`config.mk`:
```
export PLATFORM = sky130hd
export DESIGN_NAME = hazard_ctrl_flat
export DESIGN_NICKNAME = d
export VERILOG_FILES = /design/src/rtl/hazard_ctrl_if.sv /design/src/rtl/hazard_ctrl.sv /design/src/flat_wrapper.sv
export SDC_FILE = /design/constraint.sdc
export NUM_CORES = 1
export LEC_CHECK = 0
export BUFFER_PORTS_ARGS = -buffer_cell sky130_fd_sc_hd__buf_2
export CAP_MARGIN = 15
export CORE_UTILIZATION = 45
export CTS_CLUSTER_SIZE = 24
export DETAILED_ROUTE_END_ITERATION = 6
export PLACE_DENSITY = 0.69
export SETUP_SLACK_MARGIN = 0.2
export SLEW_MARGIN = 5
export SYNTH_ARGS = -nofsm -noshare
export SYNTH_HDL_FRONTEND = slang
export SYNTH_SLANG_ARGS = --single-unit
```
`constraint.sdc`:
```
create_clock -name clk -period 3.6 [get_ports clk]
set_input_delay 0.36 -clock clk [delete_from_list [all_inputs] [get_ports clk]]
set_output_delay 0.36 -clock clk [all_outputs]
set_load 0.02 [all_outputs]
```
`src/rtl/hazard_ctrl_if.sv`:
```
// Hazard controller bundle: decode-stage fields, branch outcome and memory ready in;
// pipeline stall/flush/freeze controls, forwarding selects and stall counter out.
interface hazard_ctrl_if #(
   parameter int unsigned ADW = 5,
   parameter int unsigned CW  = 16
);
   logic           validD;
   logic [ADW-1:0] Rs1D;
   logic [ADW-1:0] Rs2D;
   logic [ADW-1:0] RdD;
   logic           regwriteD;
   logic           resultsrcD;
   logic           memwriteD;
   logic           PCSrcE;
   logic           mem_ready;
   logic           stallF;
   logic           stallD;
   logic           flushD;
   logic           flushE;
   logic           stallE;
   logic           stallM;
   logic [1:0]     forwardAE;
   logic [1:0]     forwardBE;
   logic [CW-1:0]  stall_cnt;

   // Pipeline side: drives decode fields, observes controls
   modport master (
      output validD, Rs1D, Rs2D, RdD, regwriteD, resultsrcD, memwriteD, PCSrcE, mem_ready,
      input  stallF, stallD, flushD, flushE, stallE, stallM, forwardAE, forwardBE, stall_cnt
   );

   // Controller side
   modport slave (
      input  validD, Rs1D, Rs2D, RdD, regwriteD, resultsrcD, memwriteD, PCSrcE, mem_ready,
      output stallF, stallD, flushD, flushE, stallE, stallM, forwardAE, forwardBE, stall_cnt
   );
endinterface

```
`src/rtl/hazard_ctrl.sv`:
```
// Five-stage RV32I hazard controller with a private E/M/W destination scoreboard.
// Optional feature macro HAZARD_FWD_EN: when defined, execute-stage forwarding is
// enabled and only load-use stalls; when undefined, selects are 00 and any pending
// writer of a decode source stalls.
module hazard_ctrl #(
   parameter int unsigned ADW = 5,
   parameter int unsigned CW  = 16
) (
   input logic          clk,
   input logic          rst,
   hazard_ctrl_if.slave bus
);

   typedef enum logic {StRun, StMemWait} state_e;

   state_e state_q, state_d;

   // Scoreboard slots (E also carries its source indices when forwarding)
   logic           e_valid_q, e_valid_d, e_regwrite_q, e_regwrite_d, e_memop_q, e_memop_d;
   logic [ADW-1:0] e_rd_q, e_rd_d;
   logic           m_valid_q, m_valid_d, m_regwrite_q, m_regwrite_d, m_memop_q, m_memop_d;
   logic [ADW-1:0] m_rd_q, m_rd_d;
   logic           w_valid_q, w_valid_d, w_regwrite_q, w_regwrite_d;
   logic [ADW-1:0] w_rd_q, w_rd_d;
   logic [CW-1:0]  stall_cnt_q, stall_cnt_d;

   logic freeze, data_haz;
   logic stall_f, stall_d, flush_d, flush_e, stall_e, stall_m;

   function automatic logic wmatch(input logic v, input logic rw, input logic [ADW-1:0] rd,
                                   input logic [ADW-1:0] src);
      return v & rw & (rd != '0) & (rd == src);
   endfunction

   assign freeze = m_valid_q & m_memop_q & ~bus.mem_ready;

`ifdef HAZARD_FWD_EN
   logic           e_load_q, e_load_d;
   logic [ADW-1:0] e_rs1_q, e_rs1_d, e_rs2_q, e_rs2_d;

   // Load-use: only a load still in E cannot be forwarded in time
   assign data_haz = bus.validD & e_load_q &
                     (wmatch(e_valid_q, e_regwrite_q, e_rd_q, bus.Rs1D) |
                      wmatch(e_valid_q, e_regwrite_q, e_rd_q, bus.Rs2D));

   // Forward selects for the E operands; M is younger so it wins over W
   always_comb begin
      bus.forwardAE = 2'b00;
      bus.forwardBE = 2'b00;
      if (wmatch(m_valid_q, m_regwrite_q, m_rd_q, e_rs1_q))      bus.forwardAE = 2'b10;
      else if (wmatch(w_valid_q, w_regwrite_q, w_rd_q, e_rs1_q)) bus.forwardAE = 2'b01;
      if (wmatch(m_valid_q, m_regwrite_q, m_rd_q, e_rs2_q))      bus.forwardBE = 2'b10;
      else if (wmatch(w_valid_q, w_regwrite_q, w_rd_q, e_rs2_q)) bus.forwardBE = 2'b01;
   end

   // Extra E fields needed only for forwarding
   always_comb begin
      e_load_d = e_load_q;
      e_rs1_d  = e_rs1_q;
      e_rs2_d  = e_rs2_q;
      if (!freeze && !flush_e) begin
         e_load_d = bus.resultsrcD;
         e_rs1_d  = bus.Rs1D;
         e_rs2_d  = bus.Rs2D;
      end
   end

   // Extra E field registers
   always_ff @(posedge clk or posedge rst) begin
      if (rst) begin
         e_load_q <= 1'b0;
         e_rs1_q  <= '0;
         e_rs2_q  <= '0;
      end else begin
         e_load_q <= e_load_d;
         e_rs1_q  <= e_rs1_d;
         e_rs2_q  <= e_rs2_d;
      end
   end
`else
   // Without forwarding any in-flight writer of a decode source must drain first
   assign data_haz = bus.validD &
                     (wmatch(e_valid_q, e_regwrite_q, e_rd_q, bus.Rs1D) |
                      wmatch(e_valid_q, e_regwrite_q, e_rd_q, bus.Rs2D) |
                      wmatch(m_valid_q, m_regwrite_q, m_rd_q, bus.Rs1D) |
                      wmatch(m_valid_q, m_regwrite_q, m_rd_q, bus.Rs2D) |
                      wmatch(w_valid_q, w_regwrite_q, w_rd_q, bus.Rs1D) |
                      wmatch(w_valid_q, w_regwrite_q, w_rd_q, bus.Rs2D));
   assign bus.forwardAE = 2'b00;
   assign bus.forwardBE = 2'b00;
`endif

   // Prioritised pipeline controls: freeze > branch > data hazard
   always_comb begin
      stall_f = 1'b0;
      stall_d = 1'b0;
      flush_d = 1'b0;
      flush_e = 1'b0;
      stall_e = 1'b0;
      stall_m = 1'b0;
      if (freeze) begin
         stall_f = 1'b1;
         stall_d = 1'b1;
         stall_e = 1'b1;
         stall_m = 1'b1;
      end else if (bus.PCSrcE) begin
         flush_d = 1'b1;
         flush_e = 1'b1;
      end else if (data_haz) begin
         stall_f = 1'b1;
         stall_d = 1'b1;
         flush_e = 1'b1;
      end
   end

   assign bus.stallF    = stall_f;
   assign bus.stallD    = stall_d;
   assign bus.flushD    = flush_d;
   assign bus.flushE    = flush_e;
   assign bus.stallE    = stall_e;
   assign bus.stallM    = stall_m;
   assign bus.stall_cnt = stall_cnt_q;

   // Scoreboard advance, memory-wait state and stall counter next-state
   always_comb begin
      e_valid_d    = e_valid_q;
      e_regwrite_d = e_regwrite_q;
      e_memop_d    = e_memop_q;
      e_rd_d       = e_rd_q;
      m_valid_d    = m_valid_q;
      m_regwrite_d = m_regwrite_q;
      m_memop_d    = m_memop_q;
      m_rd_d       = m_rd_q;
      w_valid_d    = 1'b0;
      w_regwrite_d = m_regwrite_q;
      w_rd_d       = m_rd_q;
      if (!freeze) begin
         w_valid_d    = m_valid_q;
         m_valid_d    = e_valid_q;
         m_regwrite_d = e_regwrite_q;
         m_memop_d    = e_memop_q;
         m_rd_d       = e_rd_q;
         if (flush_e) begin
            e_valid_d = 1'b0;
         end else begin
            e_valid_d    = bus.validD;
            e_regwrite_d = bus.regwriteD;
            e_memop_d    = bus.resultsrcD | bus.memwriteD;
            e_rd_d       = bus.RdD;
         end
      end

      state_d = state_q;
      unique case (state_q)
         StRun:     if (freeze) state_d = StMemWait;
         StMemWait: if (bus.mem_ready) state_d = StRun;
         default:   state_d = StRun;
      endcase

      stall_cnt_d = stall_cnt_q;
      if (stall_d && (stall_cnt_q != '1)) stall_cnt_d = stall_cnt_q + CW'(1);
   end

   // State registers
   always_ff @(posedge clk or posedge rst) begin
      if (rst) begin
         state_q      <= StRun;
         e_valid_q    <= 1'b0;
         e_regwrite_q <= 1'b0;
         e_memop_q    <= 1'b0;
         e_rd_q       <= '0;
         m_valid_q    <= 1'b0;
         m_regwrite_q <= 1'b0;
         m_memop_q    <= 1'b0;
         m_rd_q       <= '0;
         w_valid_q    <= 1'b0;
         w_regwrite_q <= 1'b0;
         w_rd_q       <= '0;
         stall_cnt_q  <= '0;
      end else begin
         state_q      <= state_d;
         e_valid_q    <= e_valid_d;
         e_regwrite_q <= e_regwrite_d;
         e_memop_q    <= e_memop_d;
         e_rd_q       <= e_rd_d;
         m_valid_q    <= m_valid_d;
         m_regwrite_q <= m_regwrite_d;
         m_memop_q    <= m_memop_d;
         m_rd_q       <= m_rd_d;
         w_valid_q    <= w_valid_d;
         w_regwrite_q <= w_regwrite_d;
         w_rd_q       <= w_rd_d;
         stall_cnt_q  <= stall_cnt_d;
      end
   end

endmodule

```
`src/flat_wrapper.sv`:
```
// flat-port wrapper written by rule: the top's interface ports become plain ports
module hazard_ctrl_flat 
#(
   parameter int unsigned ADW = 5,
   parameter int unsigned CW  = 16
)
  (clk, rst, bus_validD, bus_Rs1D, bus_Rs2D, bus_RdD, bus_regwriteD, bus_resultsrcD, bus_memwriteD, bus_PCSrcE, bus_mem_ready, bus_stallF, bus_stallD, bus_flushD, bus_flushE, bus_stallE, bus_stallM, bus_forwardAE, bus_forwardBE, bus_stall_cnt);
  hazard_ctrl_if #(.ADW(ADW), .CW(CW)) bus_i ();
  input logic clk;
  input logic rst;
  input wire logic [$bits(bus_i.validD)-1:0] bus_validD;
  input wire logic [$bits(bus_i.Rs1D)-1:0] bus_Rs1D;
  input wire logic [$bits(bus_i.Rs2D)-1:0] bus_Rs2D;
  input wire logic [$bits(bus_i.RdD)-1:0] bus_RdD;
  input wire logic [$bits(bus_i.regwriteD)-1:0] bus_regwriteD;
  input wire logic [$bits(bus_i.resultsrcD)-1:0] bus_resultsrcD;
  input wire logic [$bits(bus_i.memwriteD)-1:0] bus_memwriteD;
  input wire logic [$bits(bus_i.PCSrcE)-1:0] bus_PCSrcE;
  input wire logic [$bits(bus_i.mem_ready)-1:0] bus_mem_ready;
  output wire logic [$bits(bus_i.stallF)-1:0] bus_stallF;
  output wire logic [$bits(bus_i.stallD)-1:0] bus_stallD;
  output wire logic [$bits(bus_i.flushD)-1:0] bus_flushD;
  output wire logic [$bits(bus_i.flushE)-1:0] bus_flushE;
  output wire logic [$bits(bus_i.stallE)-1:0] bus_stallE;
  output wire logic [$bits(bus_i.stallM)-1:0] bus_stallM;
  output wire logic [$bits(bus_i.forwardAE)-1:0] bus_forwardAE;
  output wire logic [$bits(bus_i.forwardBE)-1:0] bus_forwardBE;
  output wire logic [$bits(bus_i.stall_cnt)-1:0] bus_stall_cnt;
  assign bus_i.validD = bus_validD;
  assign bus_i.Rs1D = bus_Rs1D;
  assign bus_i.Rs2D = bus_Rs2D;
  assign bus_i.RdD = bus_RdD;
  assign bus_i.regwriteD = bus_regwriteD;
  assign bus_i.resultsrcD = bus_resultsrcD;
  assign bus_i.memwriteD = bus_memwriteD;
  assign bus_i.PCSrcE = bus_PCSrcE;
  assign bus_i.mem_ready = bus_mem_ready;
  assign bus_stallF = bus_i.stallF;
  assign bus_stallD = bus_i.stallD;
  assign bus_flushD = bus_i.flushD;
  assign bus_flushE = bus_i.flushE;
  assign bus_stallE = bus_i.stallE;
  assign bus_stallM = bus_i.stallM;
  assign bus_forwardAE = bus_i.forwardAE;
  assign bus_forwardBE = bus_i.forwardBE;
  assign bus_stall_cnt = bus_i.stall_cnt;
  hazard_ctrl #(.ADW(ADW), .CW(CW)) u_core (.clk(clk), .rst(rst), .bus(bus_i));
endmodule
```
== Word-level counts from Yosys, hierarchy flattened ==
Index checks and enable logic that the tools add are counted.

* Shift operators: 0
* Bitwise logic cells: 24
* $mul: 0
* Muxes and demuxes: 10
* Magnitude comparators: 0
* Add/sub/neg operators: 1
* Equality and inequality tests: 7
* Reduce and logical (&&, ||, !) cells: 5
* Div/mod/pow operators: 0

{| class="wikitable"
|+ Operators by type and width
! kind !! count
|-
| equality test 5 bit || 6
|-
| adder 16 x 1 -> 16 bit (second input constant) || 1
|-
| inequality test 16 bit (second input constant) || 1
|-
| bitwise AND 1 bit || 15
|-
| nonzero test 5 bit || 3
|-
| 2-to-1 mux 1 bit || 10
|-
| OR 1 bit || 6
|-
| NOT 1 bit || 3
|-
| AND reduction 2 bit || 1
|-
| logical AND 1 bit || 1
|}

* Output and inout port bits: 26
* Memory bits (writable): 0
* Bits in latches: 0
* Input bits: 23
* Memories: 0
* Logic and storage cells: 59
* Flip-flop bits (word level): 39
* ROM bits: 0

== Logic depth before layout (Yosys ltp) ==
* Depth after elaboration: 14
* Gate-level depth with buffers: 9
* Mapped depth without buffers: 7

== Least setup slack after synthesis ==
OpenSTA, ideal clock, no wires.

* Kind: register to output
* From: register u_core.m_rd_q[0]
* To: output bus_stallF
* Arrival time: 1.969 ns
* Data required time: 3.240 ns
* Stages on the path, launching flop included: 8
* Path buffers: 1
* Path slack: 1.271 ns
* Cell sequence: dfrtp_1 > xor2_1 > nor3_1 > a22oi_1 > o22ai_2 > o21ai_4 > o21ai_0 > buf_4

* Longest elaborated chain between the ends: 11
* Elaborated cells between the ends (all ways): 14
* Those cells by class: eq/ne (2); mux (3); bitwise (8); reduce/logical (1)

{| class="wikitable"
|+ RTL lines
! element !! RTL line !! source
|-
| from (decl) || hazard_ctrl.sv:22 || <nowiki>logic [ADW-1:0] m_rd_q, m_rd_d;</nowiki>
|-
| from (signal assigned) || hazard_ctrl.sv:189 || <nowiki>m_rd_q <= m_rd_d;</nowiki>
|-
| nonzero test 5 bit || hazard_ctrl.sv:32 || <nowiki>return v & rw & (rd != '0) & (rd == src);</nowiki>
|-
| bitwise AND 1 bit (2 in series) || hazard_ctrl.sv:32 ||
|-
| OR 1 bit || hazard_ctrl.sv:84 || <nowiki>wmatch(e_valid_q, e_regwrite_q, e_rd_q, bus.Rs2D) |</nowiki>
|-
| OR 1 bit (*) || hazard_ctrl.sv:85 || <nowiki>wmatch(m_valid_q, m_regwrite_q, m_rd_q, bus.Rs1D) |</nowiki>
|-
| OR 1 bit (*) || hazard_ctrl.sv:86 || <nowiki>wmatch(m_valid_q, m_regwrite_q, m_rd_q, bus.Rs2D) |</nowiki>
|-
| OR 1 bit (*) || hazard_ctrl.sv:87 || <nowiki>wmatch(w_valid_q, w_regwrite_q, w_rd_q, bus.Rs1D) |</nowiki>
|-
| bitwise AND 1 bit (*) || hazard_ctrl.sv:82 || <nowiki>assign data_haz = bus.validD &</nowiki>
|-
| 2-to-1 mux 1 bit (*) (3 in series) || n/a ||
|-
| to (decl) || flat_wrapper.sv:20 || <nowiki>output wire logic [$bits(bus_i.stallF)-1:0] bus_stallF;</nowiki>
|}

Every way passes the cells marked *; elsewhere a longest branch is shown, timed or not.

== Worst setup path in the final report ==
* From: register u_core.m_rd_q[2]
* To: output bus_stallF

* Longest elaborated chain between the ends: 11
* Elaborated cells between the ends (all ways): 14
* Those cells by class: eq/ne (2); mux (3); bitwise (8); reduce/logical (1)

{| class="wikitable"
|+ RTL lines
! element !! RTL line !! source
|-
| nonzero test 5 bit || hazard_ctrl.sv:32 ||
|-
| bitwise AND 1 bit (2 in series) || hazard_ctrl.sv:32 ||
|-
| OR 1 bit || hazard_ctrl.sv:84 ||
|-
| OR 1 bit (*) || hazard_ctrl.sv:85 ||
|-
| OR 1 bit (*) || hazard_ctrl.sv:86 ||
|-
| OR 1 bit (*) || hazard_ctrl.sv:87 ||
|-
| bitwise AND 1 bit (*) || hazard_ctrl.sv:82 ||
|-
| 2-to-1 mux 1 bit (*) || hazard_ctrl.sv:109 || <nowiki>end else if (data_haz) begin</nowiki>
|-
| 2-to-1 mux 1 bit (*) || hazard_ctrl.sv:106 || <nowiki>end else if (bus.PCSrcE) begin</nowiki>
|-
| 2-to-1 mux 1 bit (*) || hazard_ctrl.sv:101 || <nowiki>if (freeze) begin</nowiki>
|}

Marked as above.

==> results_dict.tcl <==
set metrics [dict create \
    max_freq_ghz 0.389 \
    slowest_delay_ns 0.54 \
    grt.total_usage_pct 17.8 \
    power.density_nw_per_um2 513 \
    start_util_pct 47.4 \
    design.portCount 49 \
    slew_viol_final 0 \
    max_cap_viol_count 0 \
    slew_headroom_pct 63.5 \
    dp.cells 281 \
    crit_slowest_cell "or4_1" \
    cts_buffers 5 \
    syn_avg_cell_area_sq_um 10.9 \
    vias_per_cell 5.09 \
    via_count 1470 \
    p_leak_nw 1.17 \
    gp_congestion 0.795 \
    antennaDiodeCount 0 \
    start_kind "register" \
    fin_nets 260 \
    finalNonFillerCells 289 \
    worst_r2r_endpoint "u_core.bus.stall_cnt[1]$_DFFE_PP0P_" \
    syn2layout_area_growth_pct 13.8 \
    setup_viol 0 \
    dieArea_sq_um 4920 \
    die_w_um 70.2 \
    postCtsHoldBufs 0 \
    final.min_clock_period_ns 2.57 \
    htreeDepth 2 \
    antenna_found_initial 0 \
    portBuffers 44 \
    dieHeight_um 70.2 \
    hold_viol_final 0 \
    synth_warnings 0 \
    end_kind "output pin" \
    rrSetupSlack_ns 1.26 \
    post-route-period-util_pct 71.5 \
    ys_seq_area_share_pct 46.7 \
    layout-drive-gt1-share_pct 27.4 \
    cts_setup_buffers 0 \
    ant_nets 0 \
    wl_per_cell_um 13.9 \
    coreArea_sq_um 4410 \
    clock_latency_ns 0.28 \
    r2r-start "u_core.m_valid_q$_DFFE_PP0N_" \
    cts_resized 0 \
    clockBufferDepth 2 \
    drt_iter0_drc 55 \
    fin_worst_skew_ns 0.00463 \
    crit_type "reg2out" \
    grt_pass1_vias 1437 \
    cts.sinks 39 \
    worst_ir_drop_vdd_uv 290 \
    cp_max_fo 5 \
    hp-class "in2async" \
    grt_overflow 0 \
    wirelength_mm 4.01 \
    synth-seq-cells 39 \
    fin_ws_ns 1.03 \
    netlist_area_sq_um 2090 \
    post-place-ws_ns 1.23 \
    grt_pass1_wl_mm 6.89 \
    seq_area_sq_um 976 \
    path_delay_family "compound AO/OA/AOI/OAI gates" \
    netlist-cell-type-count 39 \
    required_ns 3.24 \
    cts_tree "done" \
    rsz0062_at_grt "false" \
    clk_pin_slew_ns 0.07 \
    cts_root_buf "clkbuf_8" \
    worst_pin_slew_ns 0.546 \
    critPathBufInv 1 \
    grt_start_max_net_pins 40 \
    critPathArrivalTime_ns 2.21 \
    num-fill-cells 401 \
    first_pass_iters 4 \
    ff2ff_path_depth 5 \
    worstPathCellList "or4_1 > o211ai_1 > o22ai_2 > o21ai_4 > o21ai_0 > buf_2" \
    tns_ns 0 \
    multi_input_area_sq_um 1000 \
    drc 0 \
    synth_cells 191 \
    num_rows 24 \
    place.detailed.hpwl_mm 3.06 \
    status "completed" \
]
stage by stage:
stage	power, W	utilization [%]	hold slack, ns	cell area, sq um
after floorplan	0.000867	-	0.374	2100
after detailed placement	0.000955	52.1	0.429	2300
final	0.00122	53.9	0.178	2380
after global routing	0.00130	53.9	0.214	2380
after global placement	0.000950	52.1	0.422	2300
after CTS	0.00123	53.9	0.200	2380
per-layer routing:
metal / up-vias / track usage [%] / share of wire, %
met3: 2 / 3.90 / 3.7
li1: 729 / - / -
met2: 32 / 27.0 / 46
met1: 707 / 25.5 / 50
met4: 0 / 5.33 / 0.75
met5: - / 0 / 0
cell type report:
cell class,instances,area share [%]
clock buffers,7,3.21
clock inverters,1,0.210
inverters,7,1.10
multi-input cells,138,42.2
flip-flops and latches,39,41.0
well taps,52,2.73
repair buffers,45,9.57
logic make-up after synthesis:
kind of cell    after synthesis  synth area share, %
mux                           8                 5.33
simple gates                 65                 16.5
flops                        39                 46.7
other cells                   1                0.179
buf+inv                      17                 5.86
compound gates               15                 5.98
xor+xnor                     45                 18.9
fa+ha+maj                     1                0.598
synthesized netlist by cell type (all sizes together):
library cell | number | share of area [%]
buf | 7 | 2.7
nor2 | 6 | 1.1
clkinv | 1 | 0.18
inv | 6 | 1.1
o22ai | 2 | 0.90
mux2i | 1 | 0.48
o211ai | 2 | 0.72
xor2 | 21 | 8.8
a21o | 1 | 0.42
or3 | 1 | 0.30
and3 | 6 | 1.8
o311a | 1 | 0.48
nand4 | 7 | 2.1
nand2 | 24 | 4.3
ha | 1 | 0.60
and4 | 3 | 1.4
nand3 | 11 | 3.5
dfrtp | 39 | 47
o21ai | 3 | 1.3
clkbuf | 2 | 0.36
or4 | 2 | 0.72
a22oi | 2 | 0.72
a32o | 1 | 0.48
xnor2 | 24 | 10
nor3 | 4 | 0.96
mux2 | 7 | 4.8
and2 | 1 | 0.42
a311oi | 1 | 0.42
bufbuf | 1 | 1.6
conb | 1 | 0.18
a21oi | 1 | 0.24
a21boi | 1 | 0.36
layout by cell type, fill, tap and decap left out, drive strengths merged, types with 7 or more instances in the layout:
cell and count:
xnor2 24, dfrtp 39, mux2 7, nand2 24, nand4 7, clkbuf 7
xor2 21, nand3 11, buf 45
worst max path at each step:
| stage | slack [ns] | startpoint | to | depth (start not counted) |
|---|---|---|---|---|
| finish | 1.03 | u_core.m_rd_q[2]$_DFFE_PP0N_ | bus_stallF | 6 |
| global route | 0.89 | u_core.m_rd_q[2]$_DFFE_PP0N_ | bus_stallF | 6 |
| CTS | 1.00 | u_core.m_rd_q[1]$_DFFE_PP0N_ | bus_stallF | 6 |
| detailed placement | 1.23 | bus_mem_ready | u_core.bus.stall_cnt[1]$_DFFE_PP0P_ | 7 |
| global placement | 1.16 | bus_mem_ready | u_core.bus.stall_cnt[1]$_DFFE_PP0P_ | 7 |
| floorplan | 1.27 | u_core.m_rd_q[0]$_DFFE_PP0N_ | bus_stallF | 7 |
report_power, final:
part	leakage, nW	switching (W)	internal (W)
Combinational	0.640	0.000177	0.000151
Clock	0.0422	0.000142	0.000136
Sequential	0.486	0.0000982	0.000517
registers in the layout (all words and copies together), names as in the netlist:
| signal | count |
|---|---|
| u_core.bus.stall_cnt | 16 |
| u_core.e_memop_q | 1 |
| u_core.e_rd_q | 5 |
| u_core.e_regwrite_q | 1 |
| u_core.e_valid_q | 1 |
| u_core.m_memop_q | 1 |
| u_core.m_rd_q | 5 |
| u_core.m_regwrite_q | 1 |
| u_core.m_valid_q | 1 |
| u_core.w_rd_q | 5 |
| u_core.w_regwrite_q | 1 |
| u_core.w_valid_q | 1 |
worst register-to-register path, stage by stage, from the launching register on:
cell	delay [ns]
dfrtp_1	0.40
nand3_1	0.43
clkinv_1	0.45
a32o_1	0.33
a21o_2	0.31
mux2_2	0.31
Power figures use the tool's default switching activity.
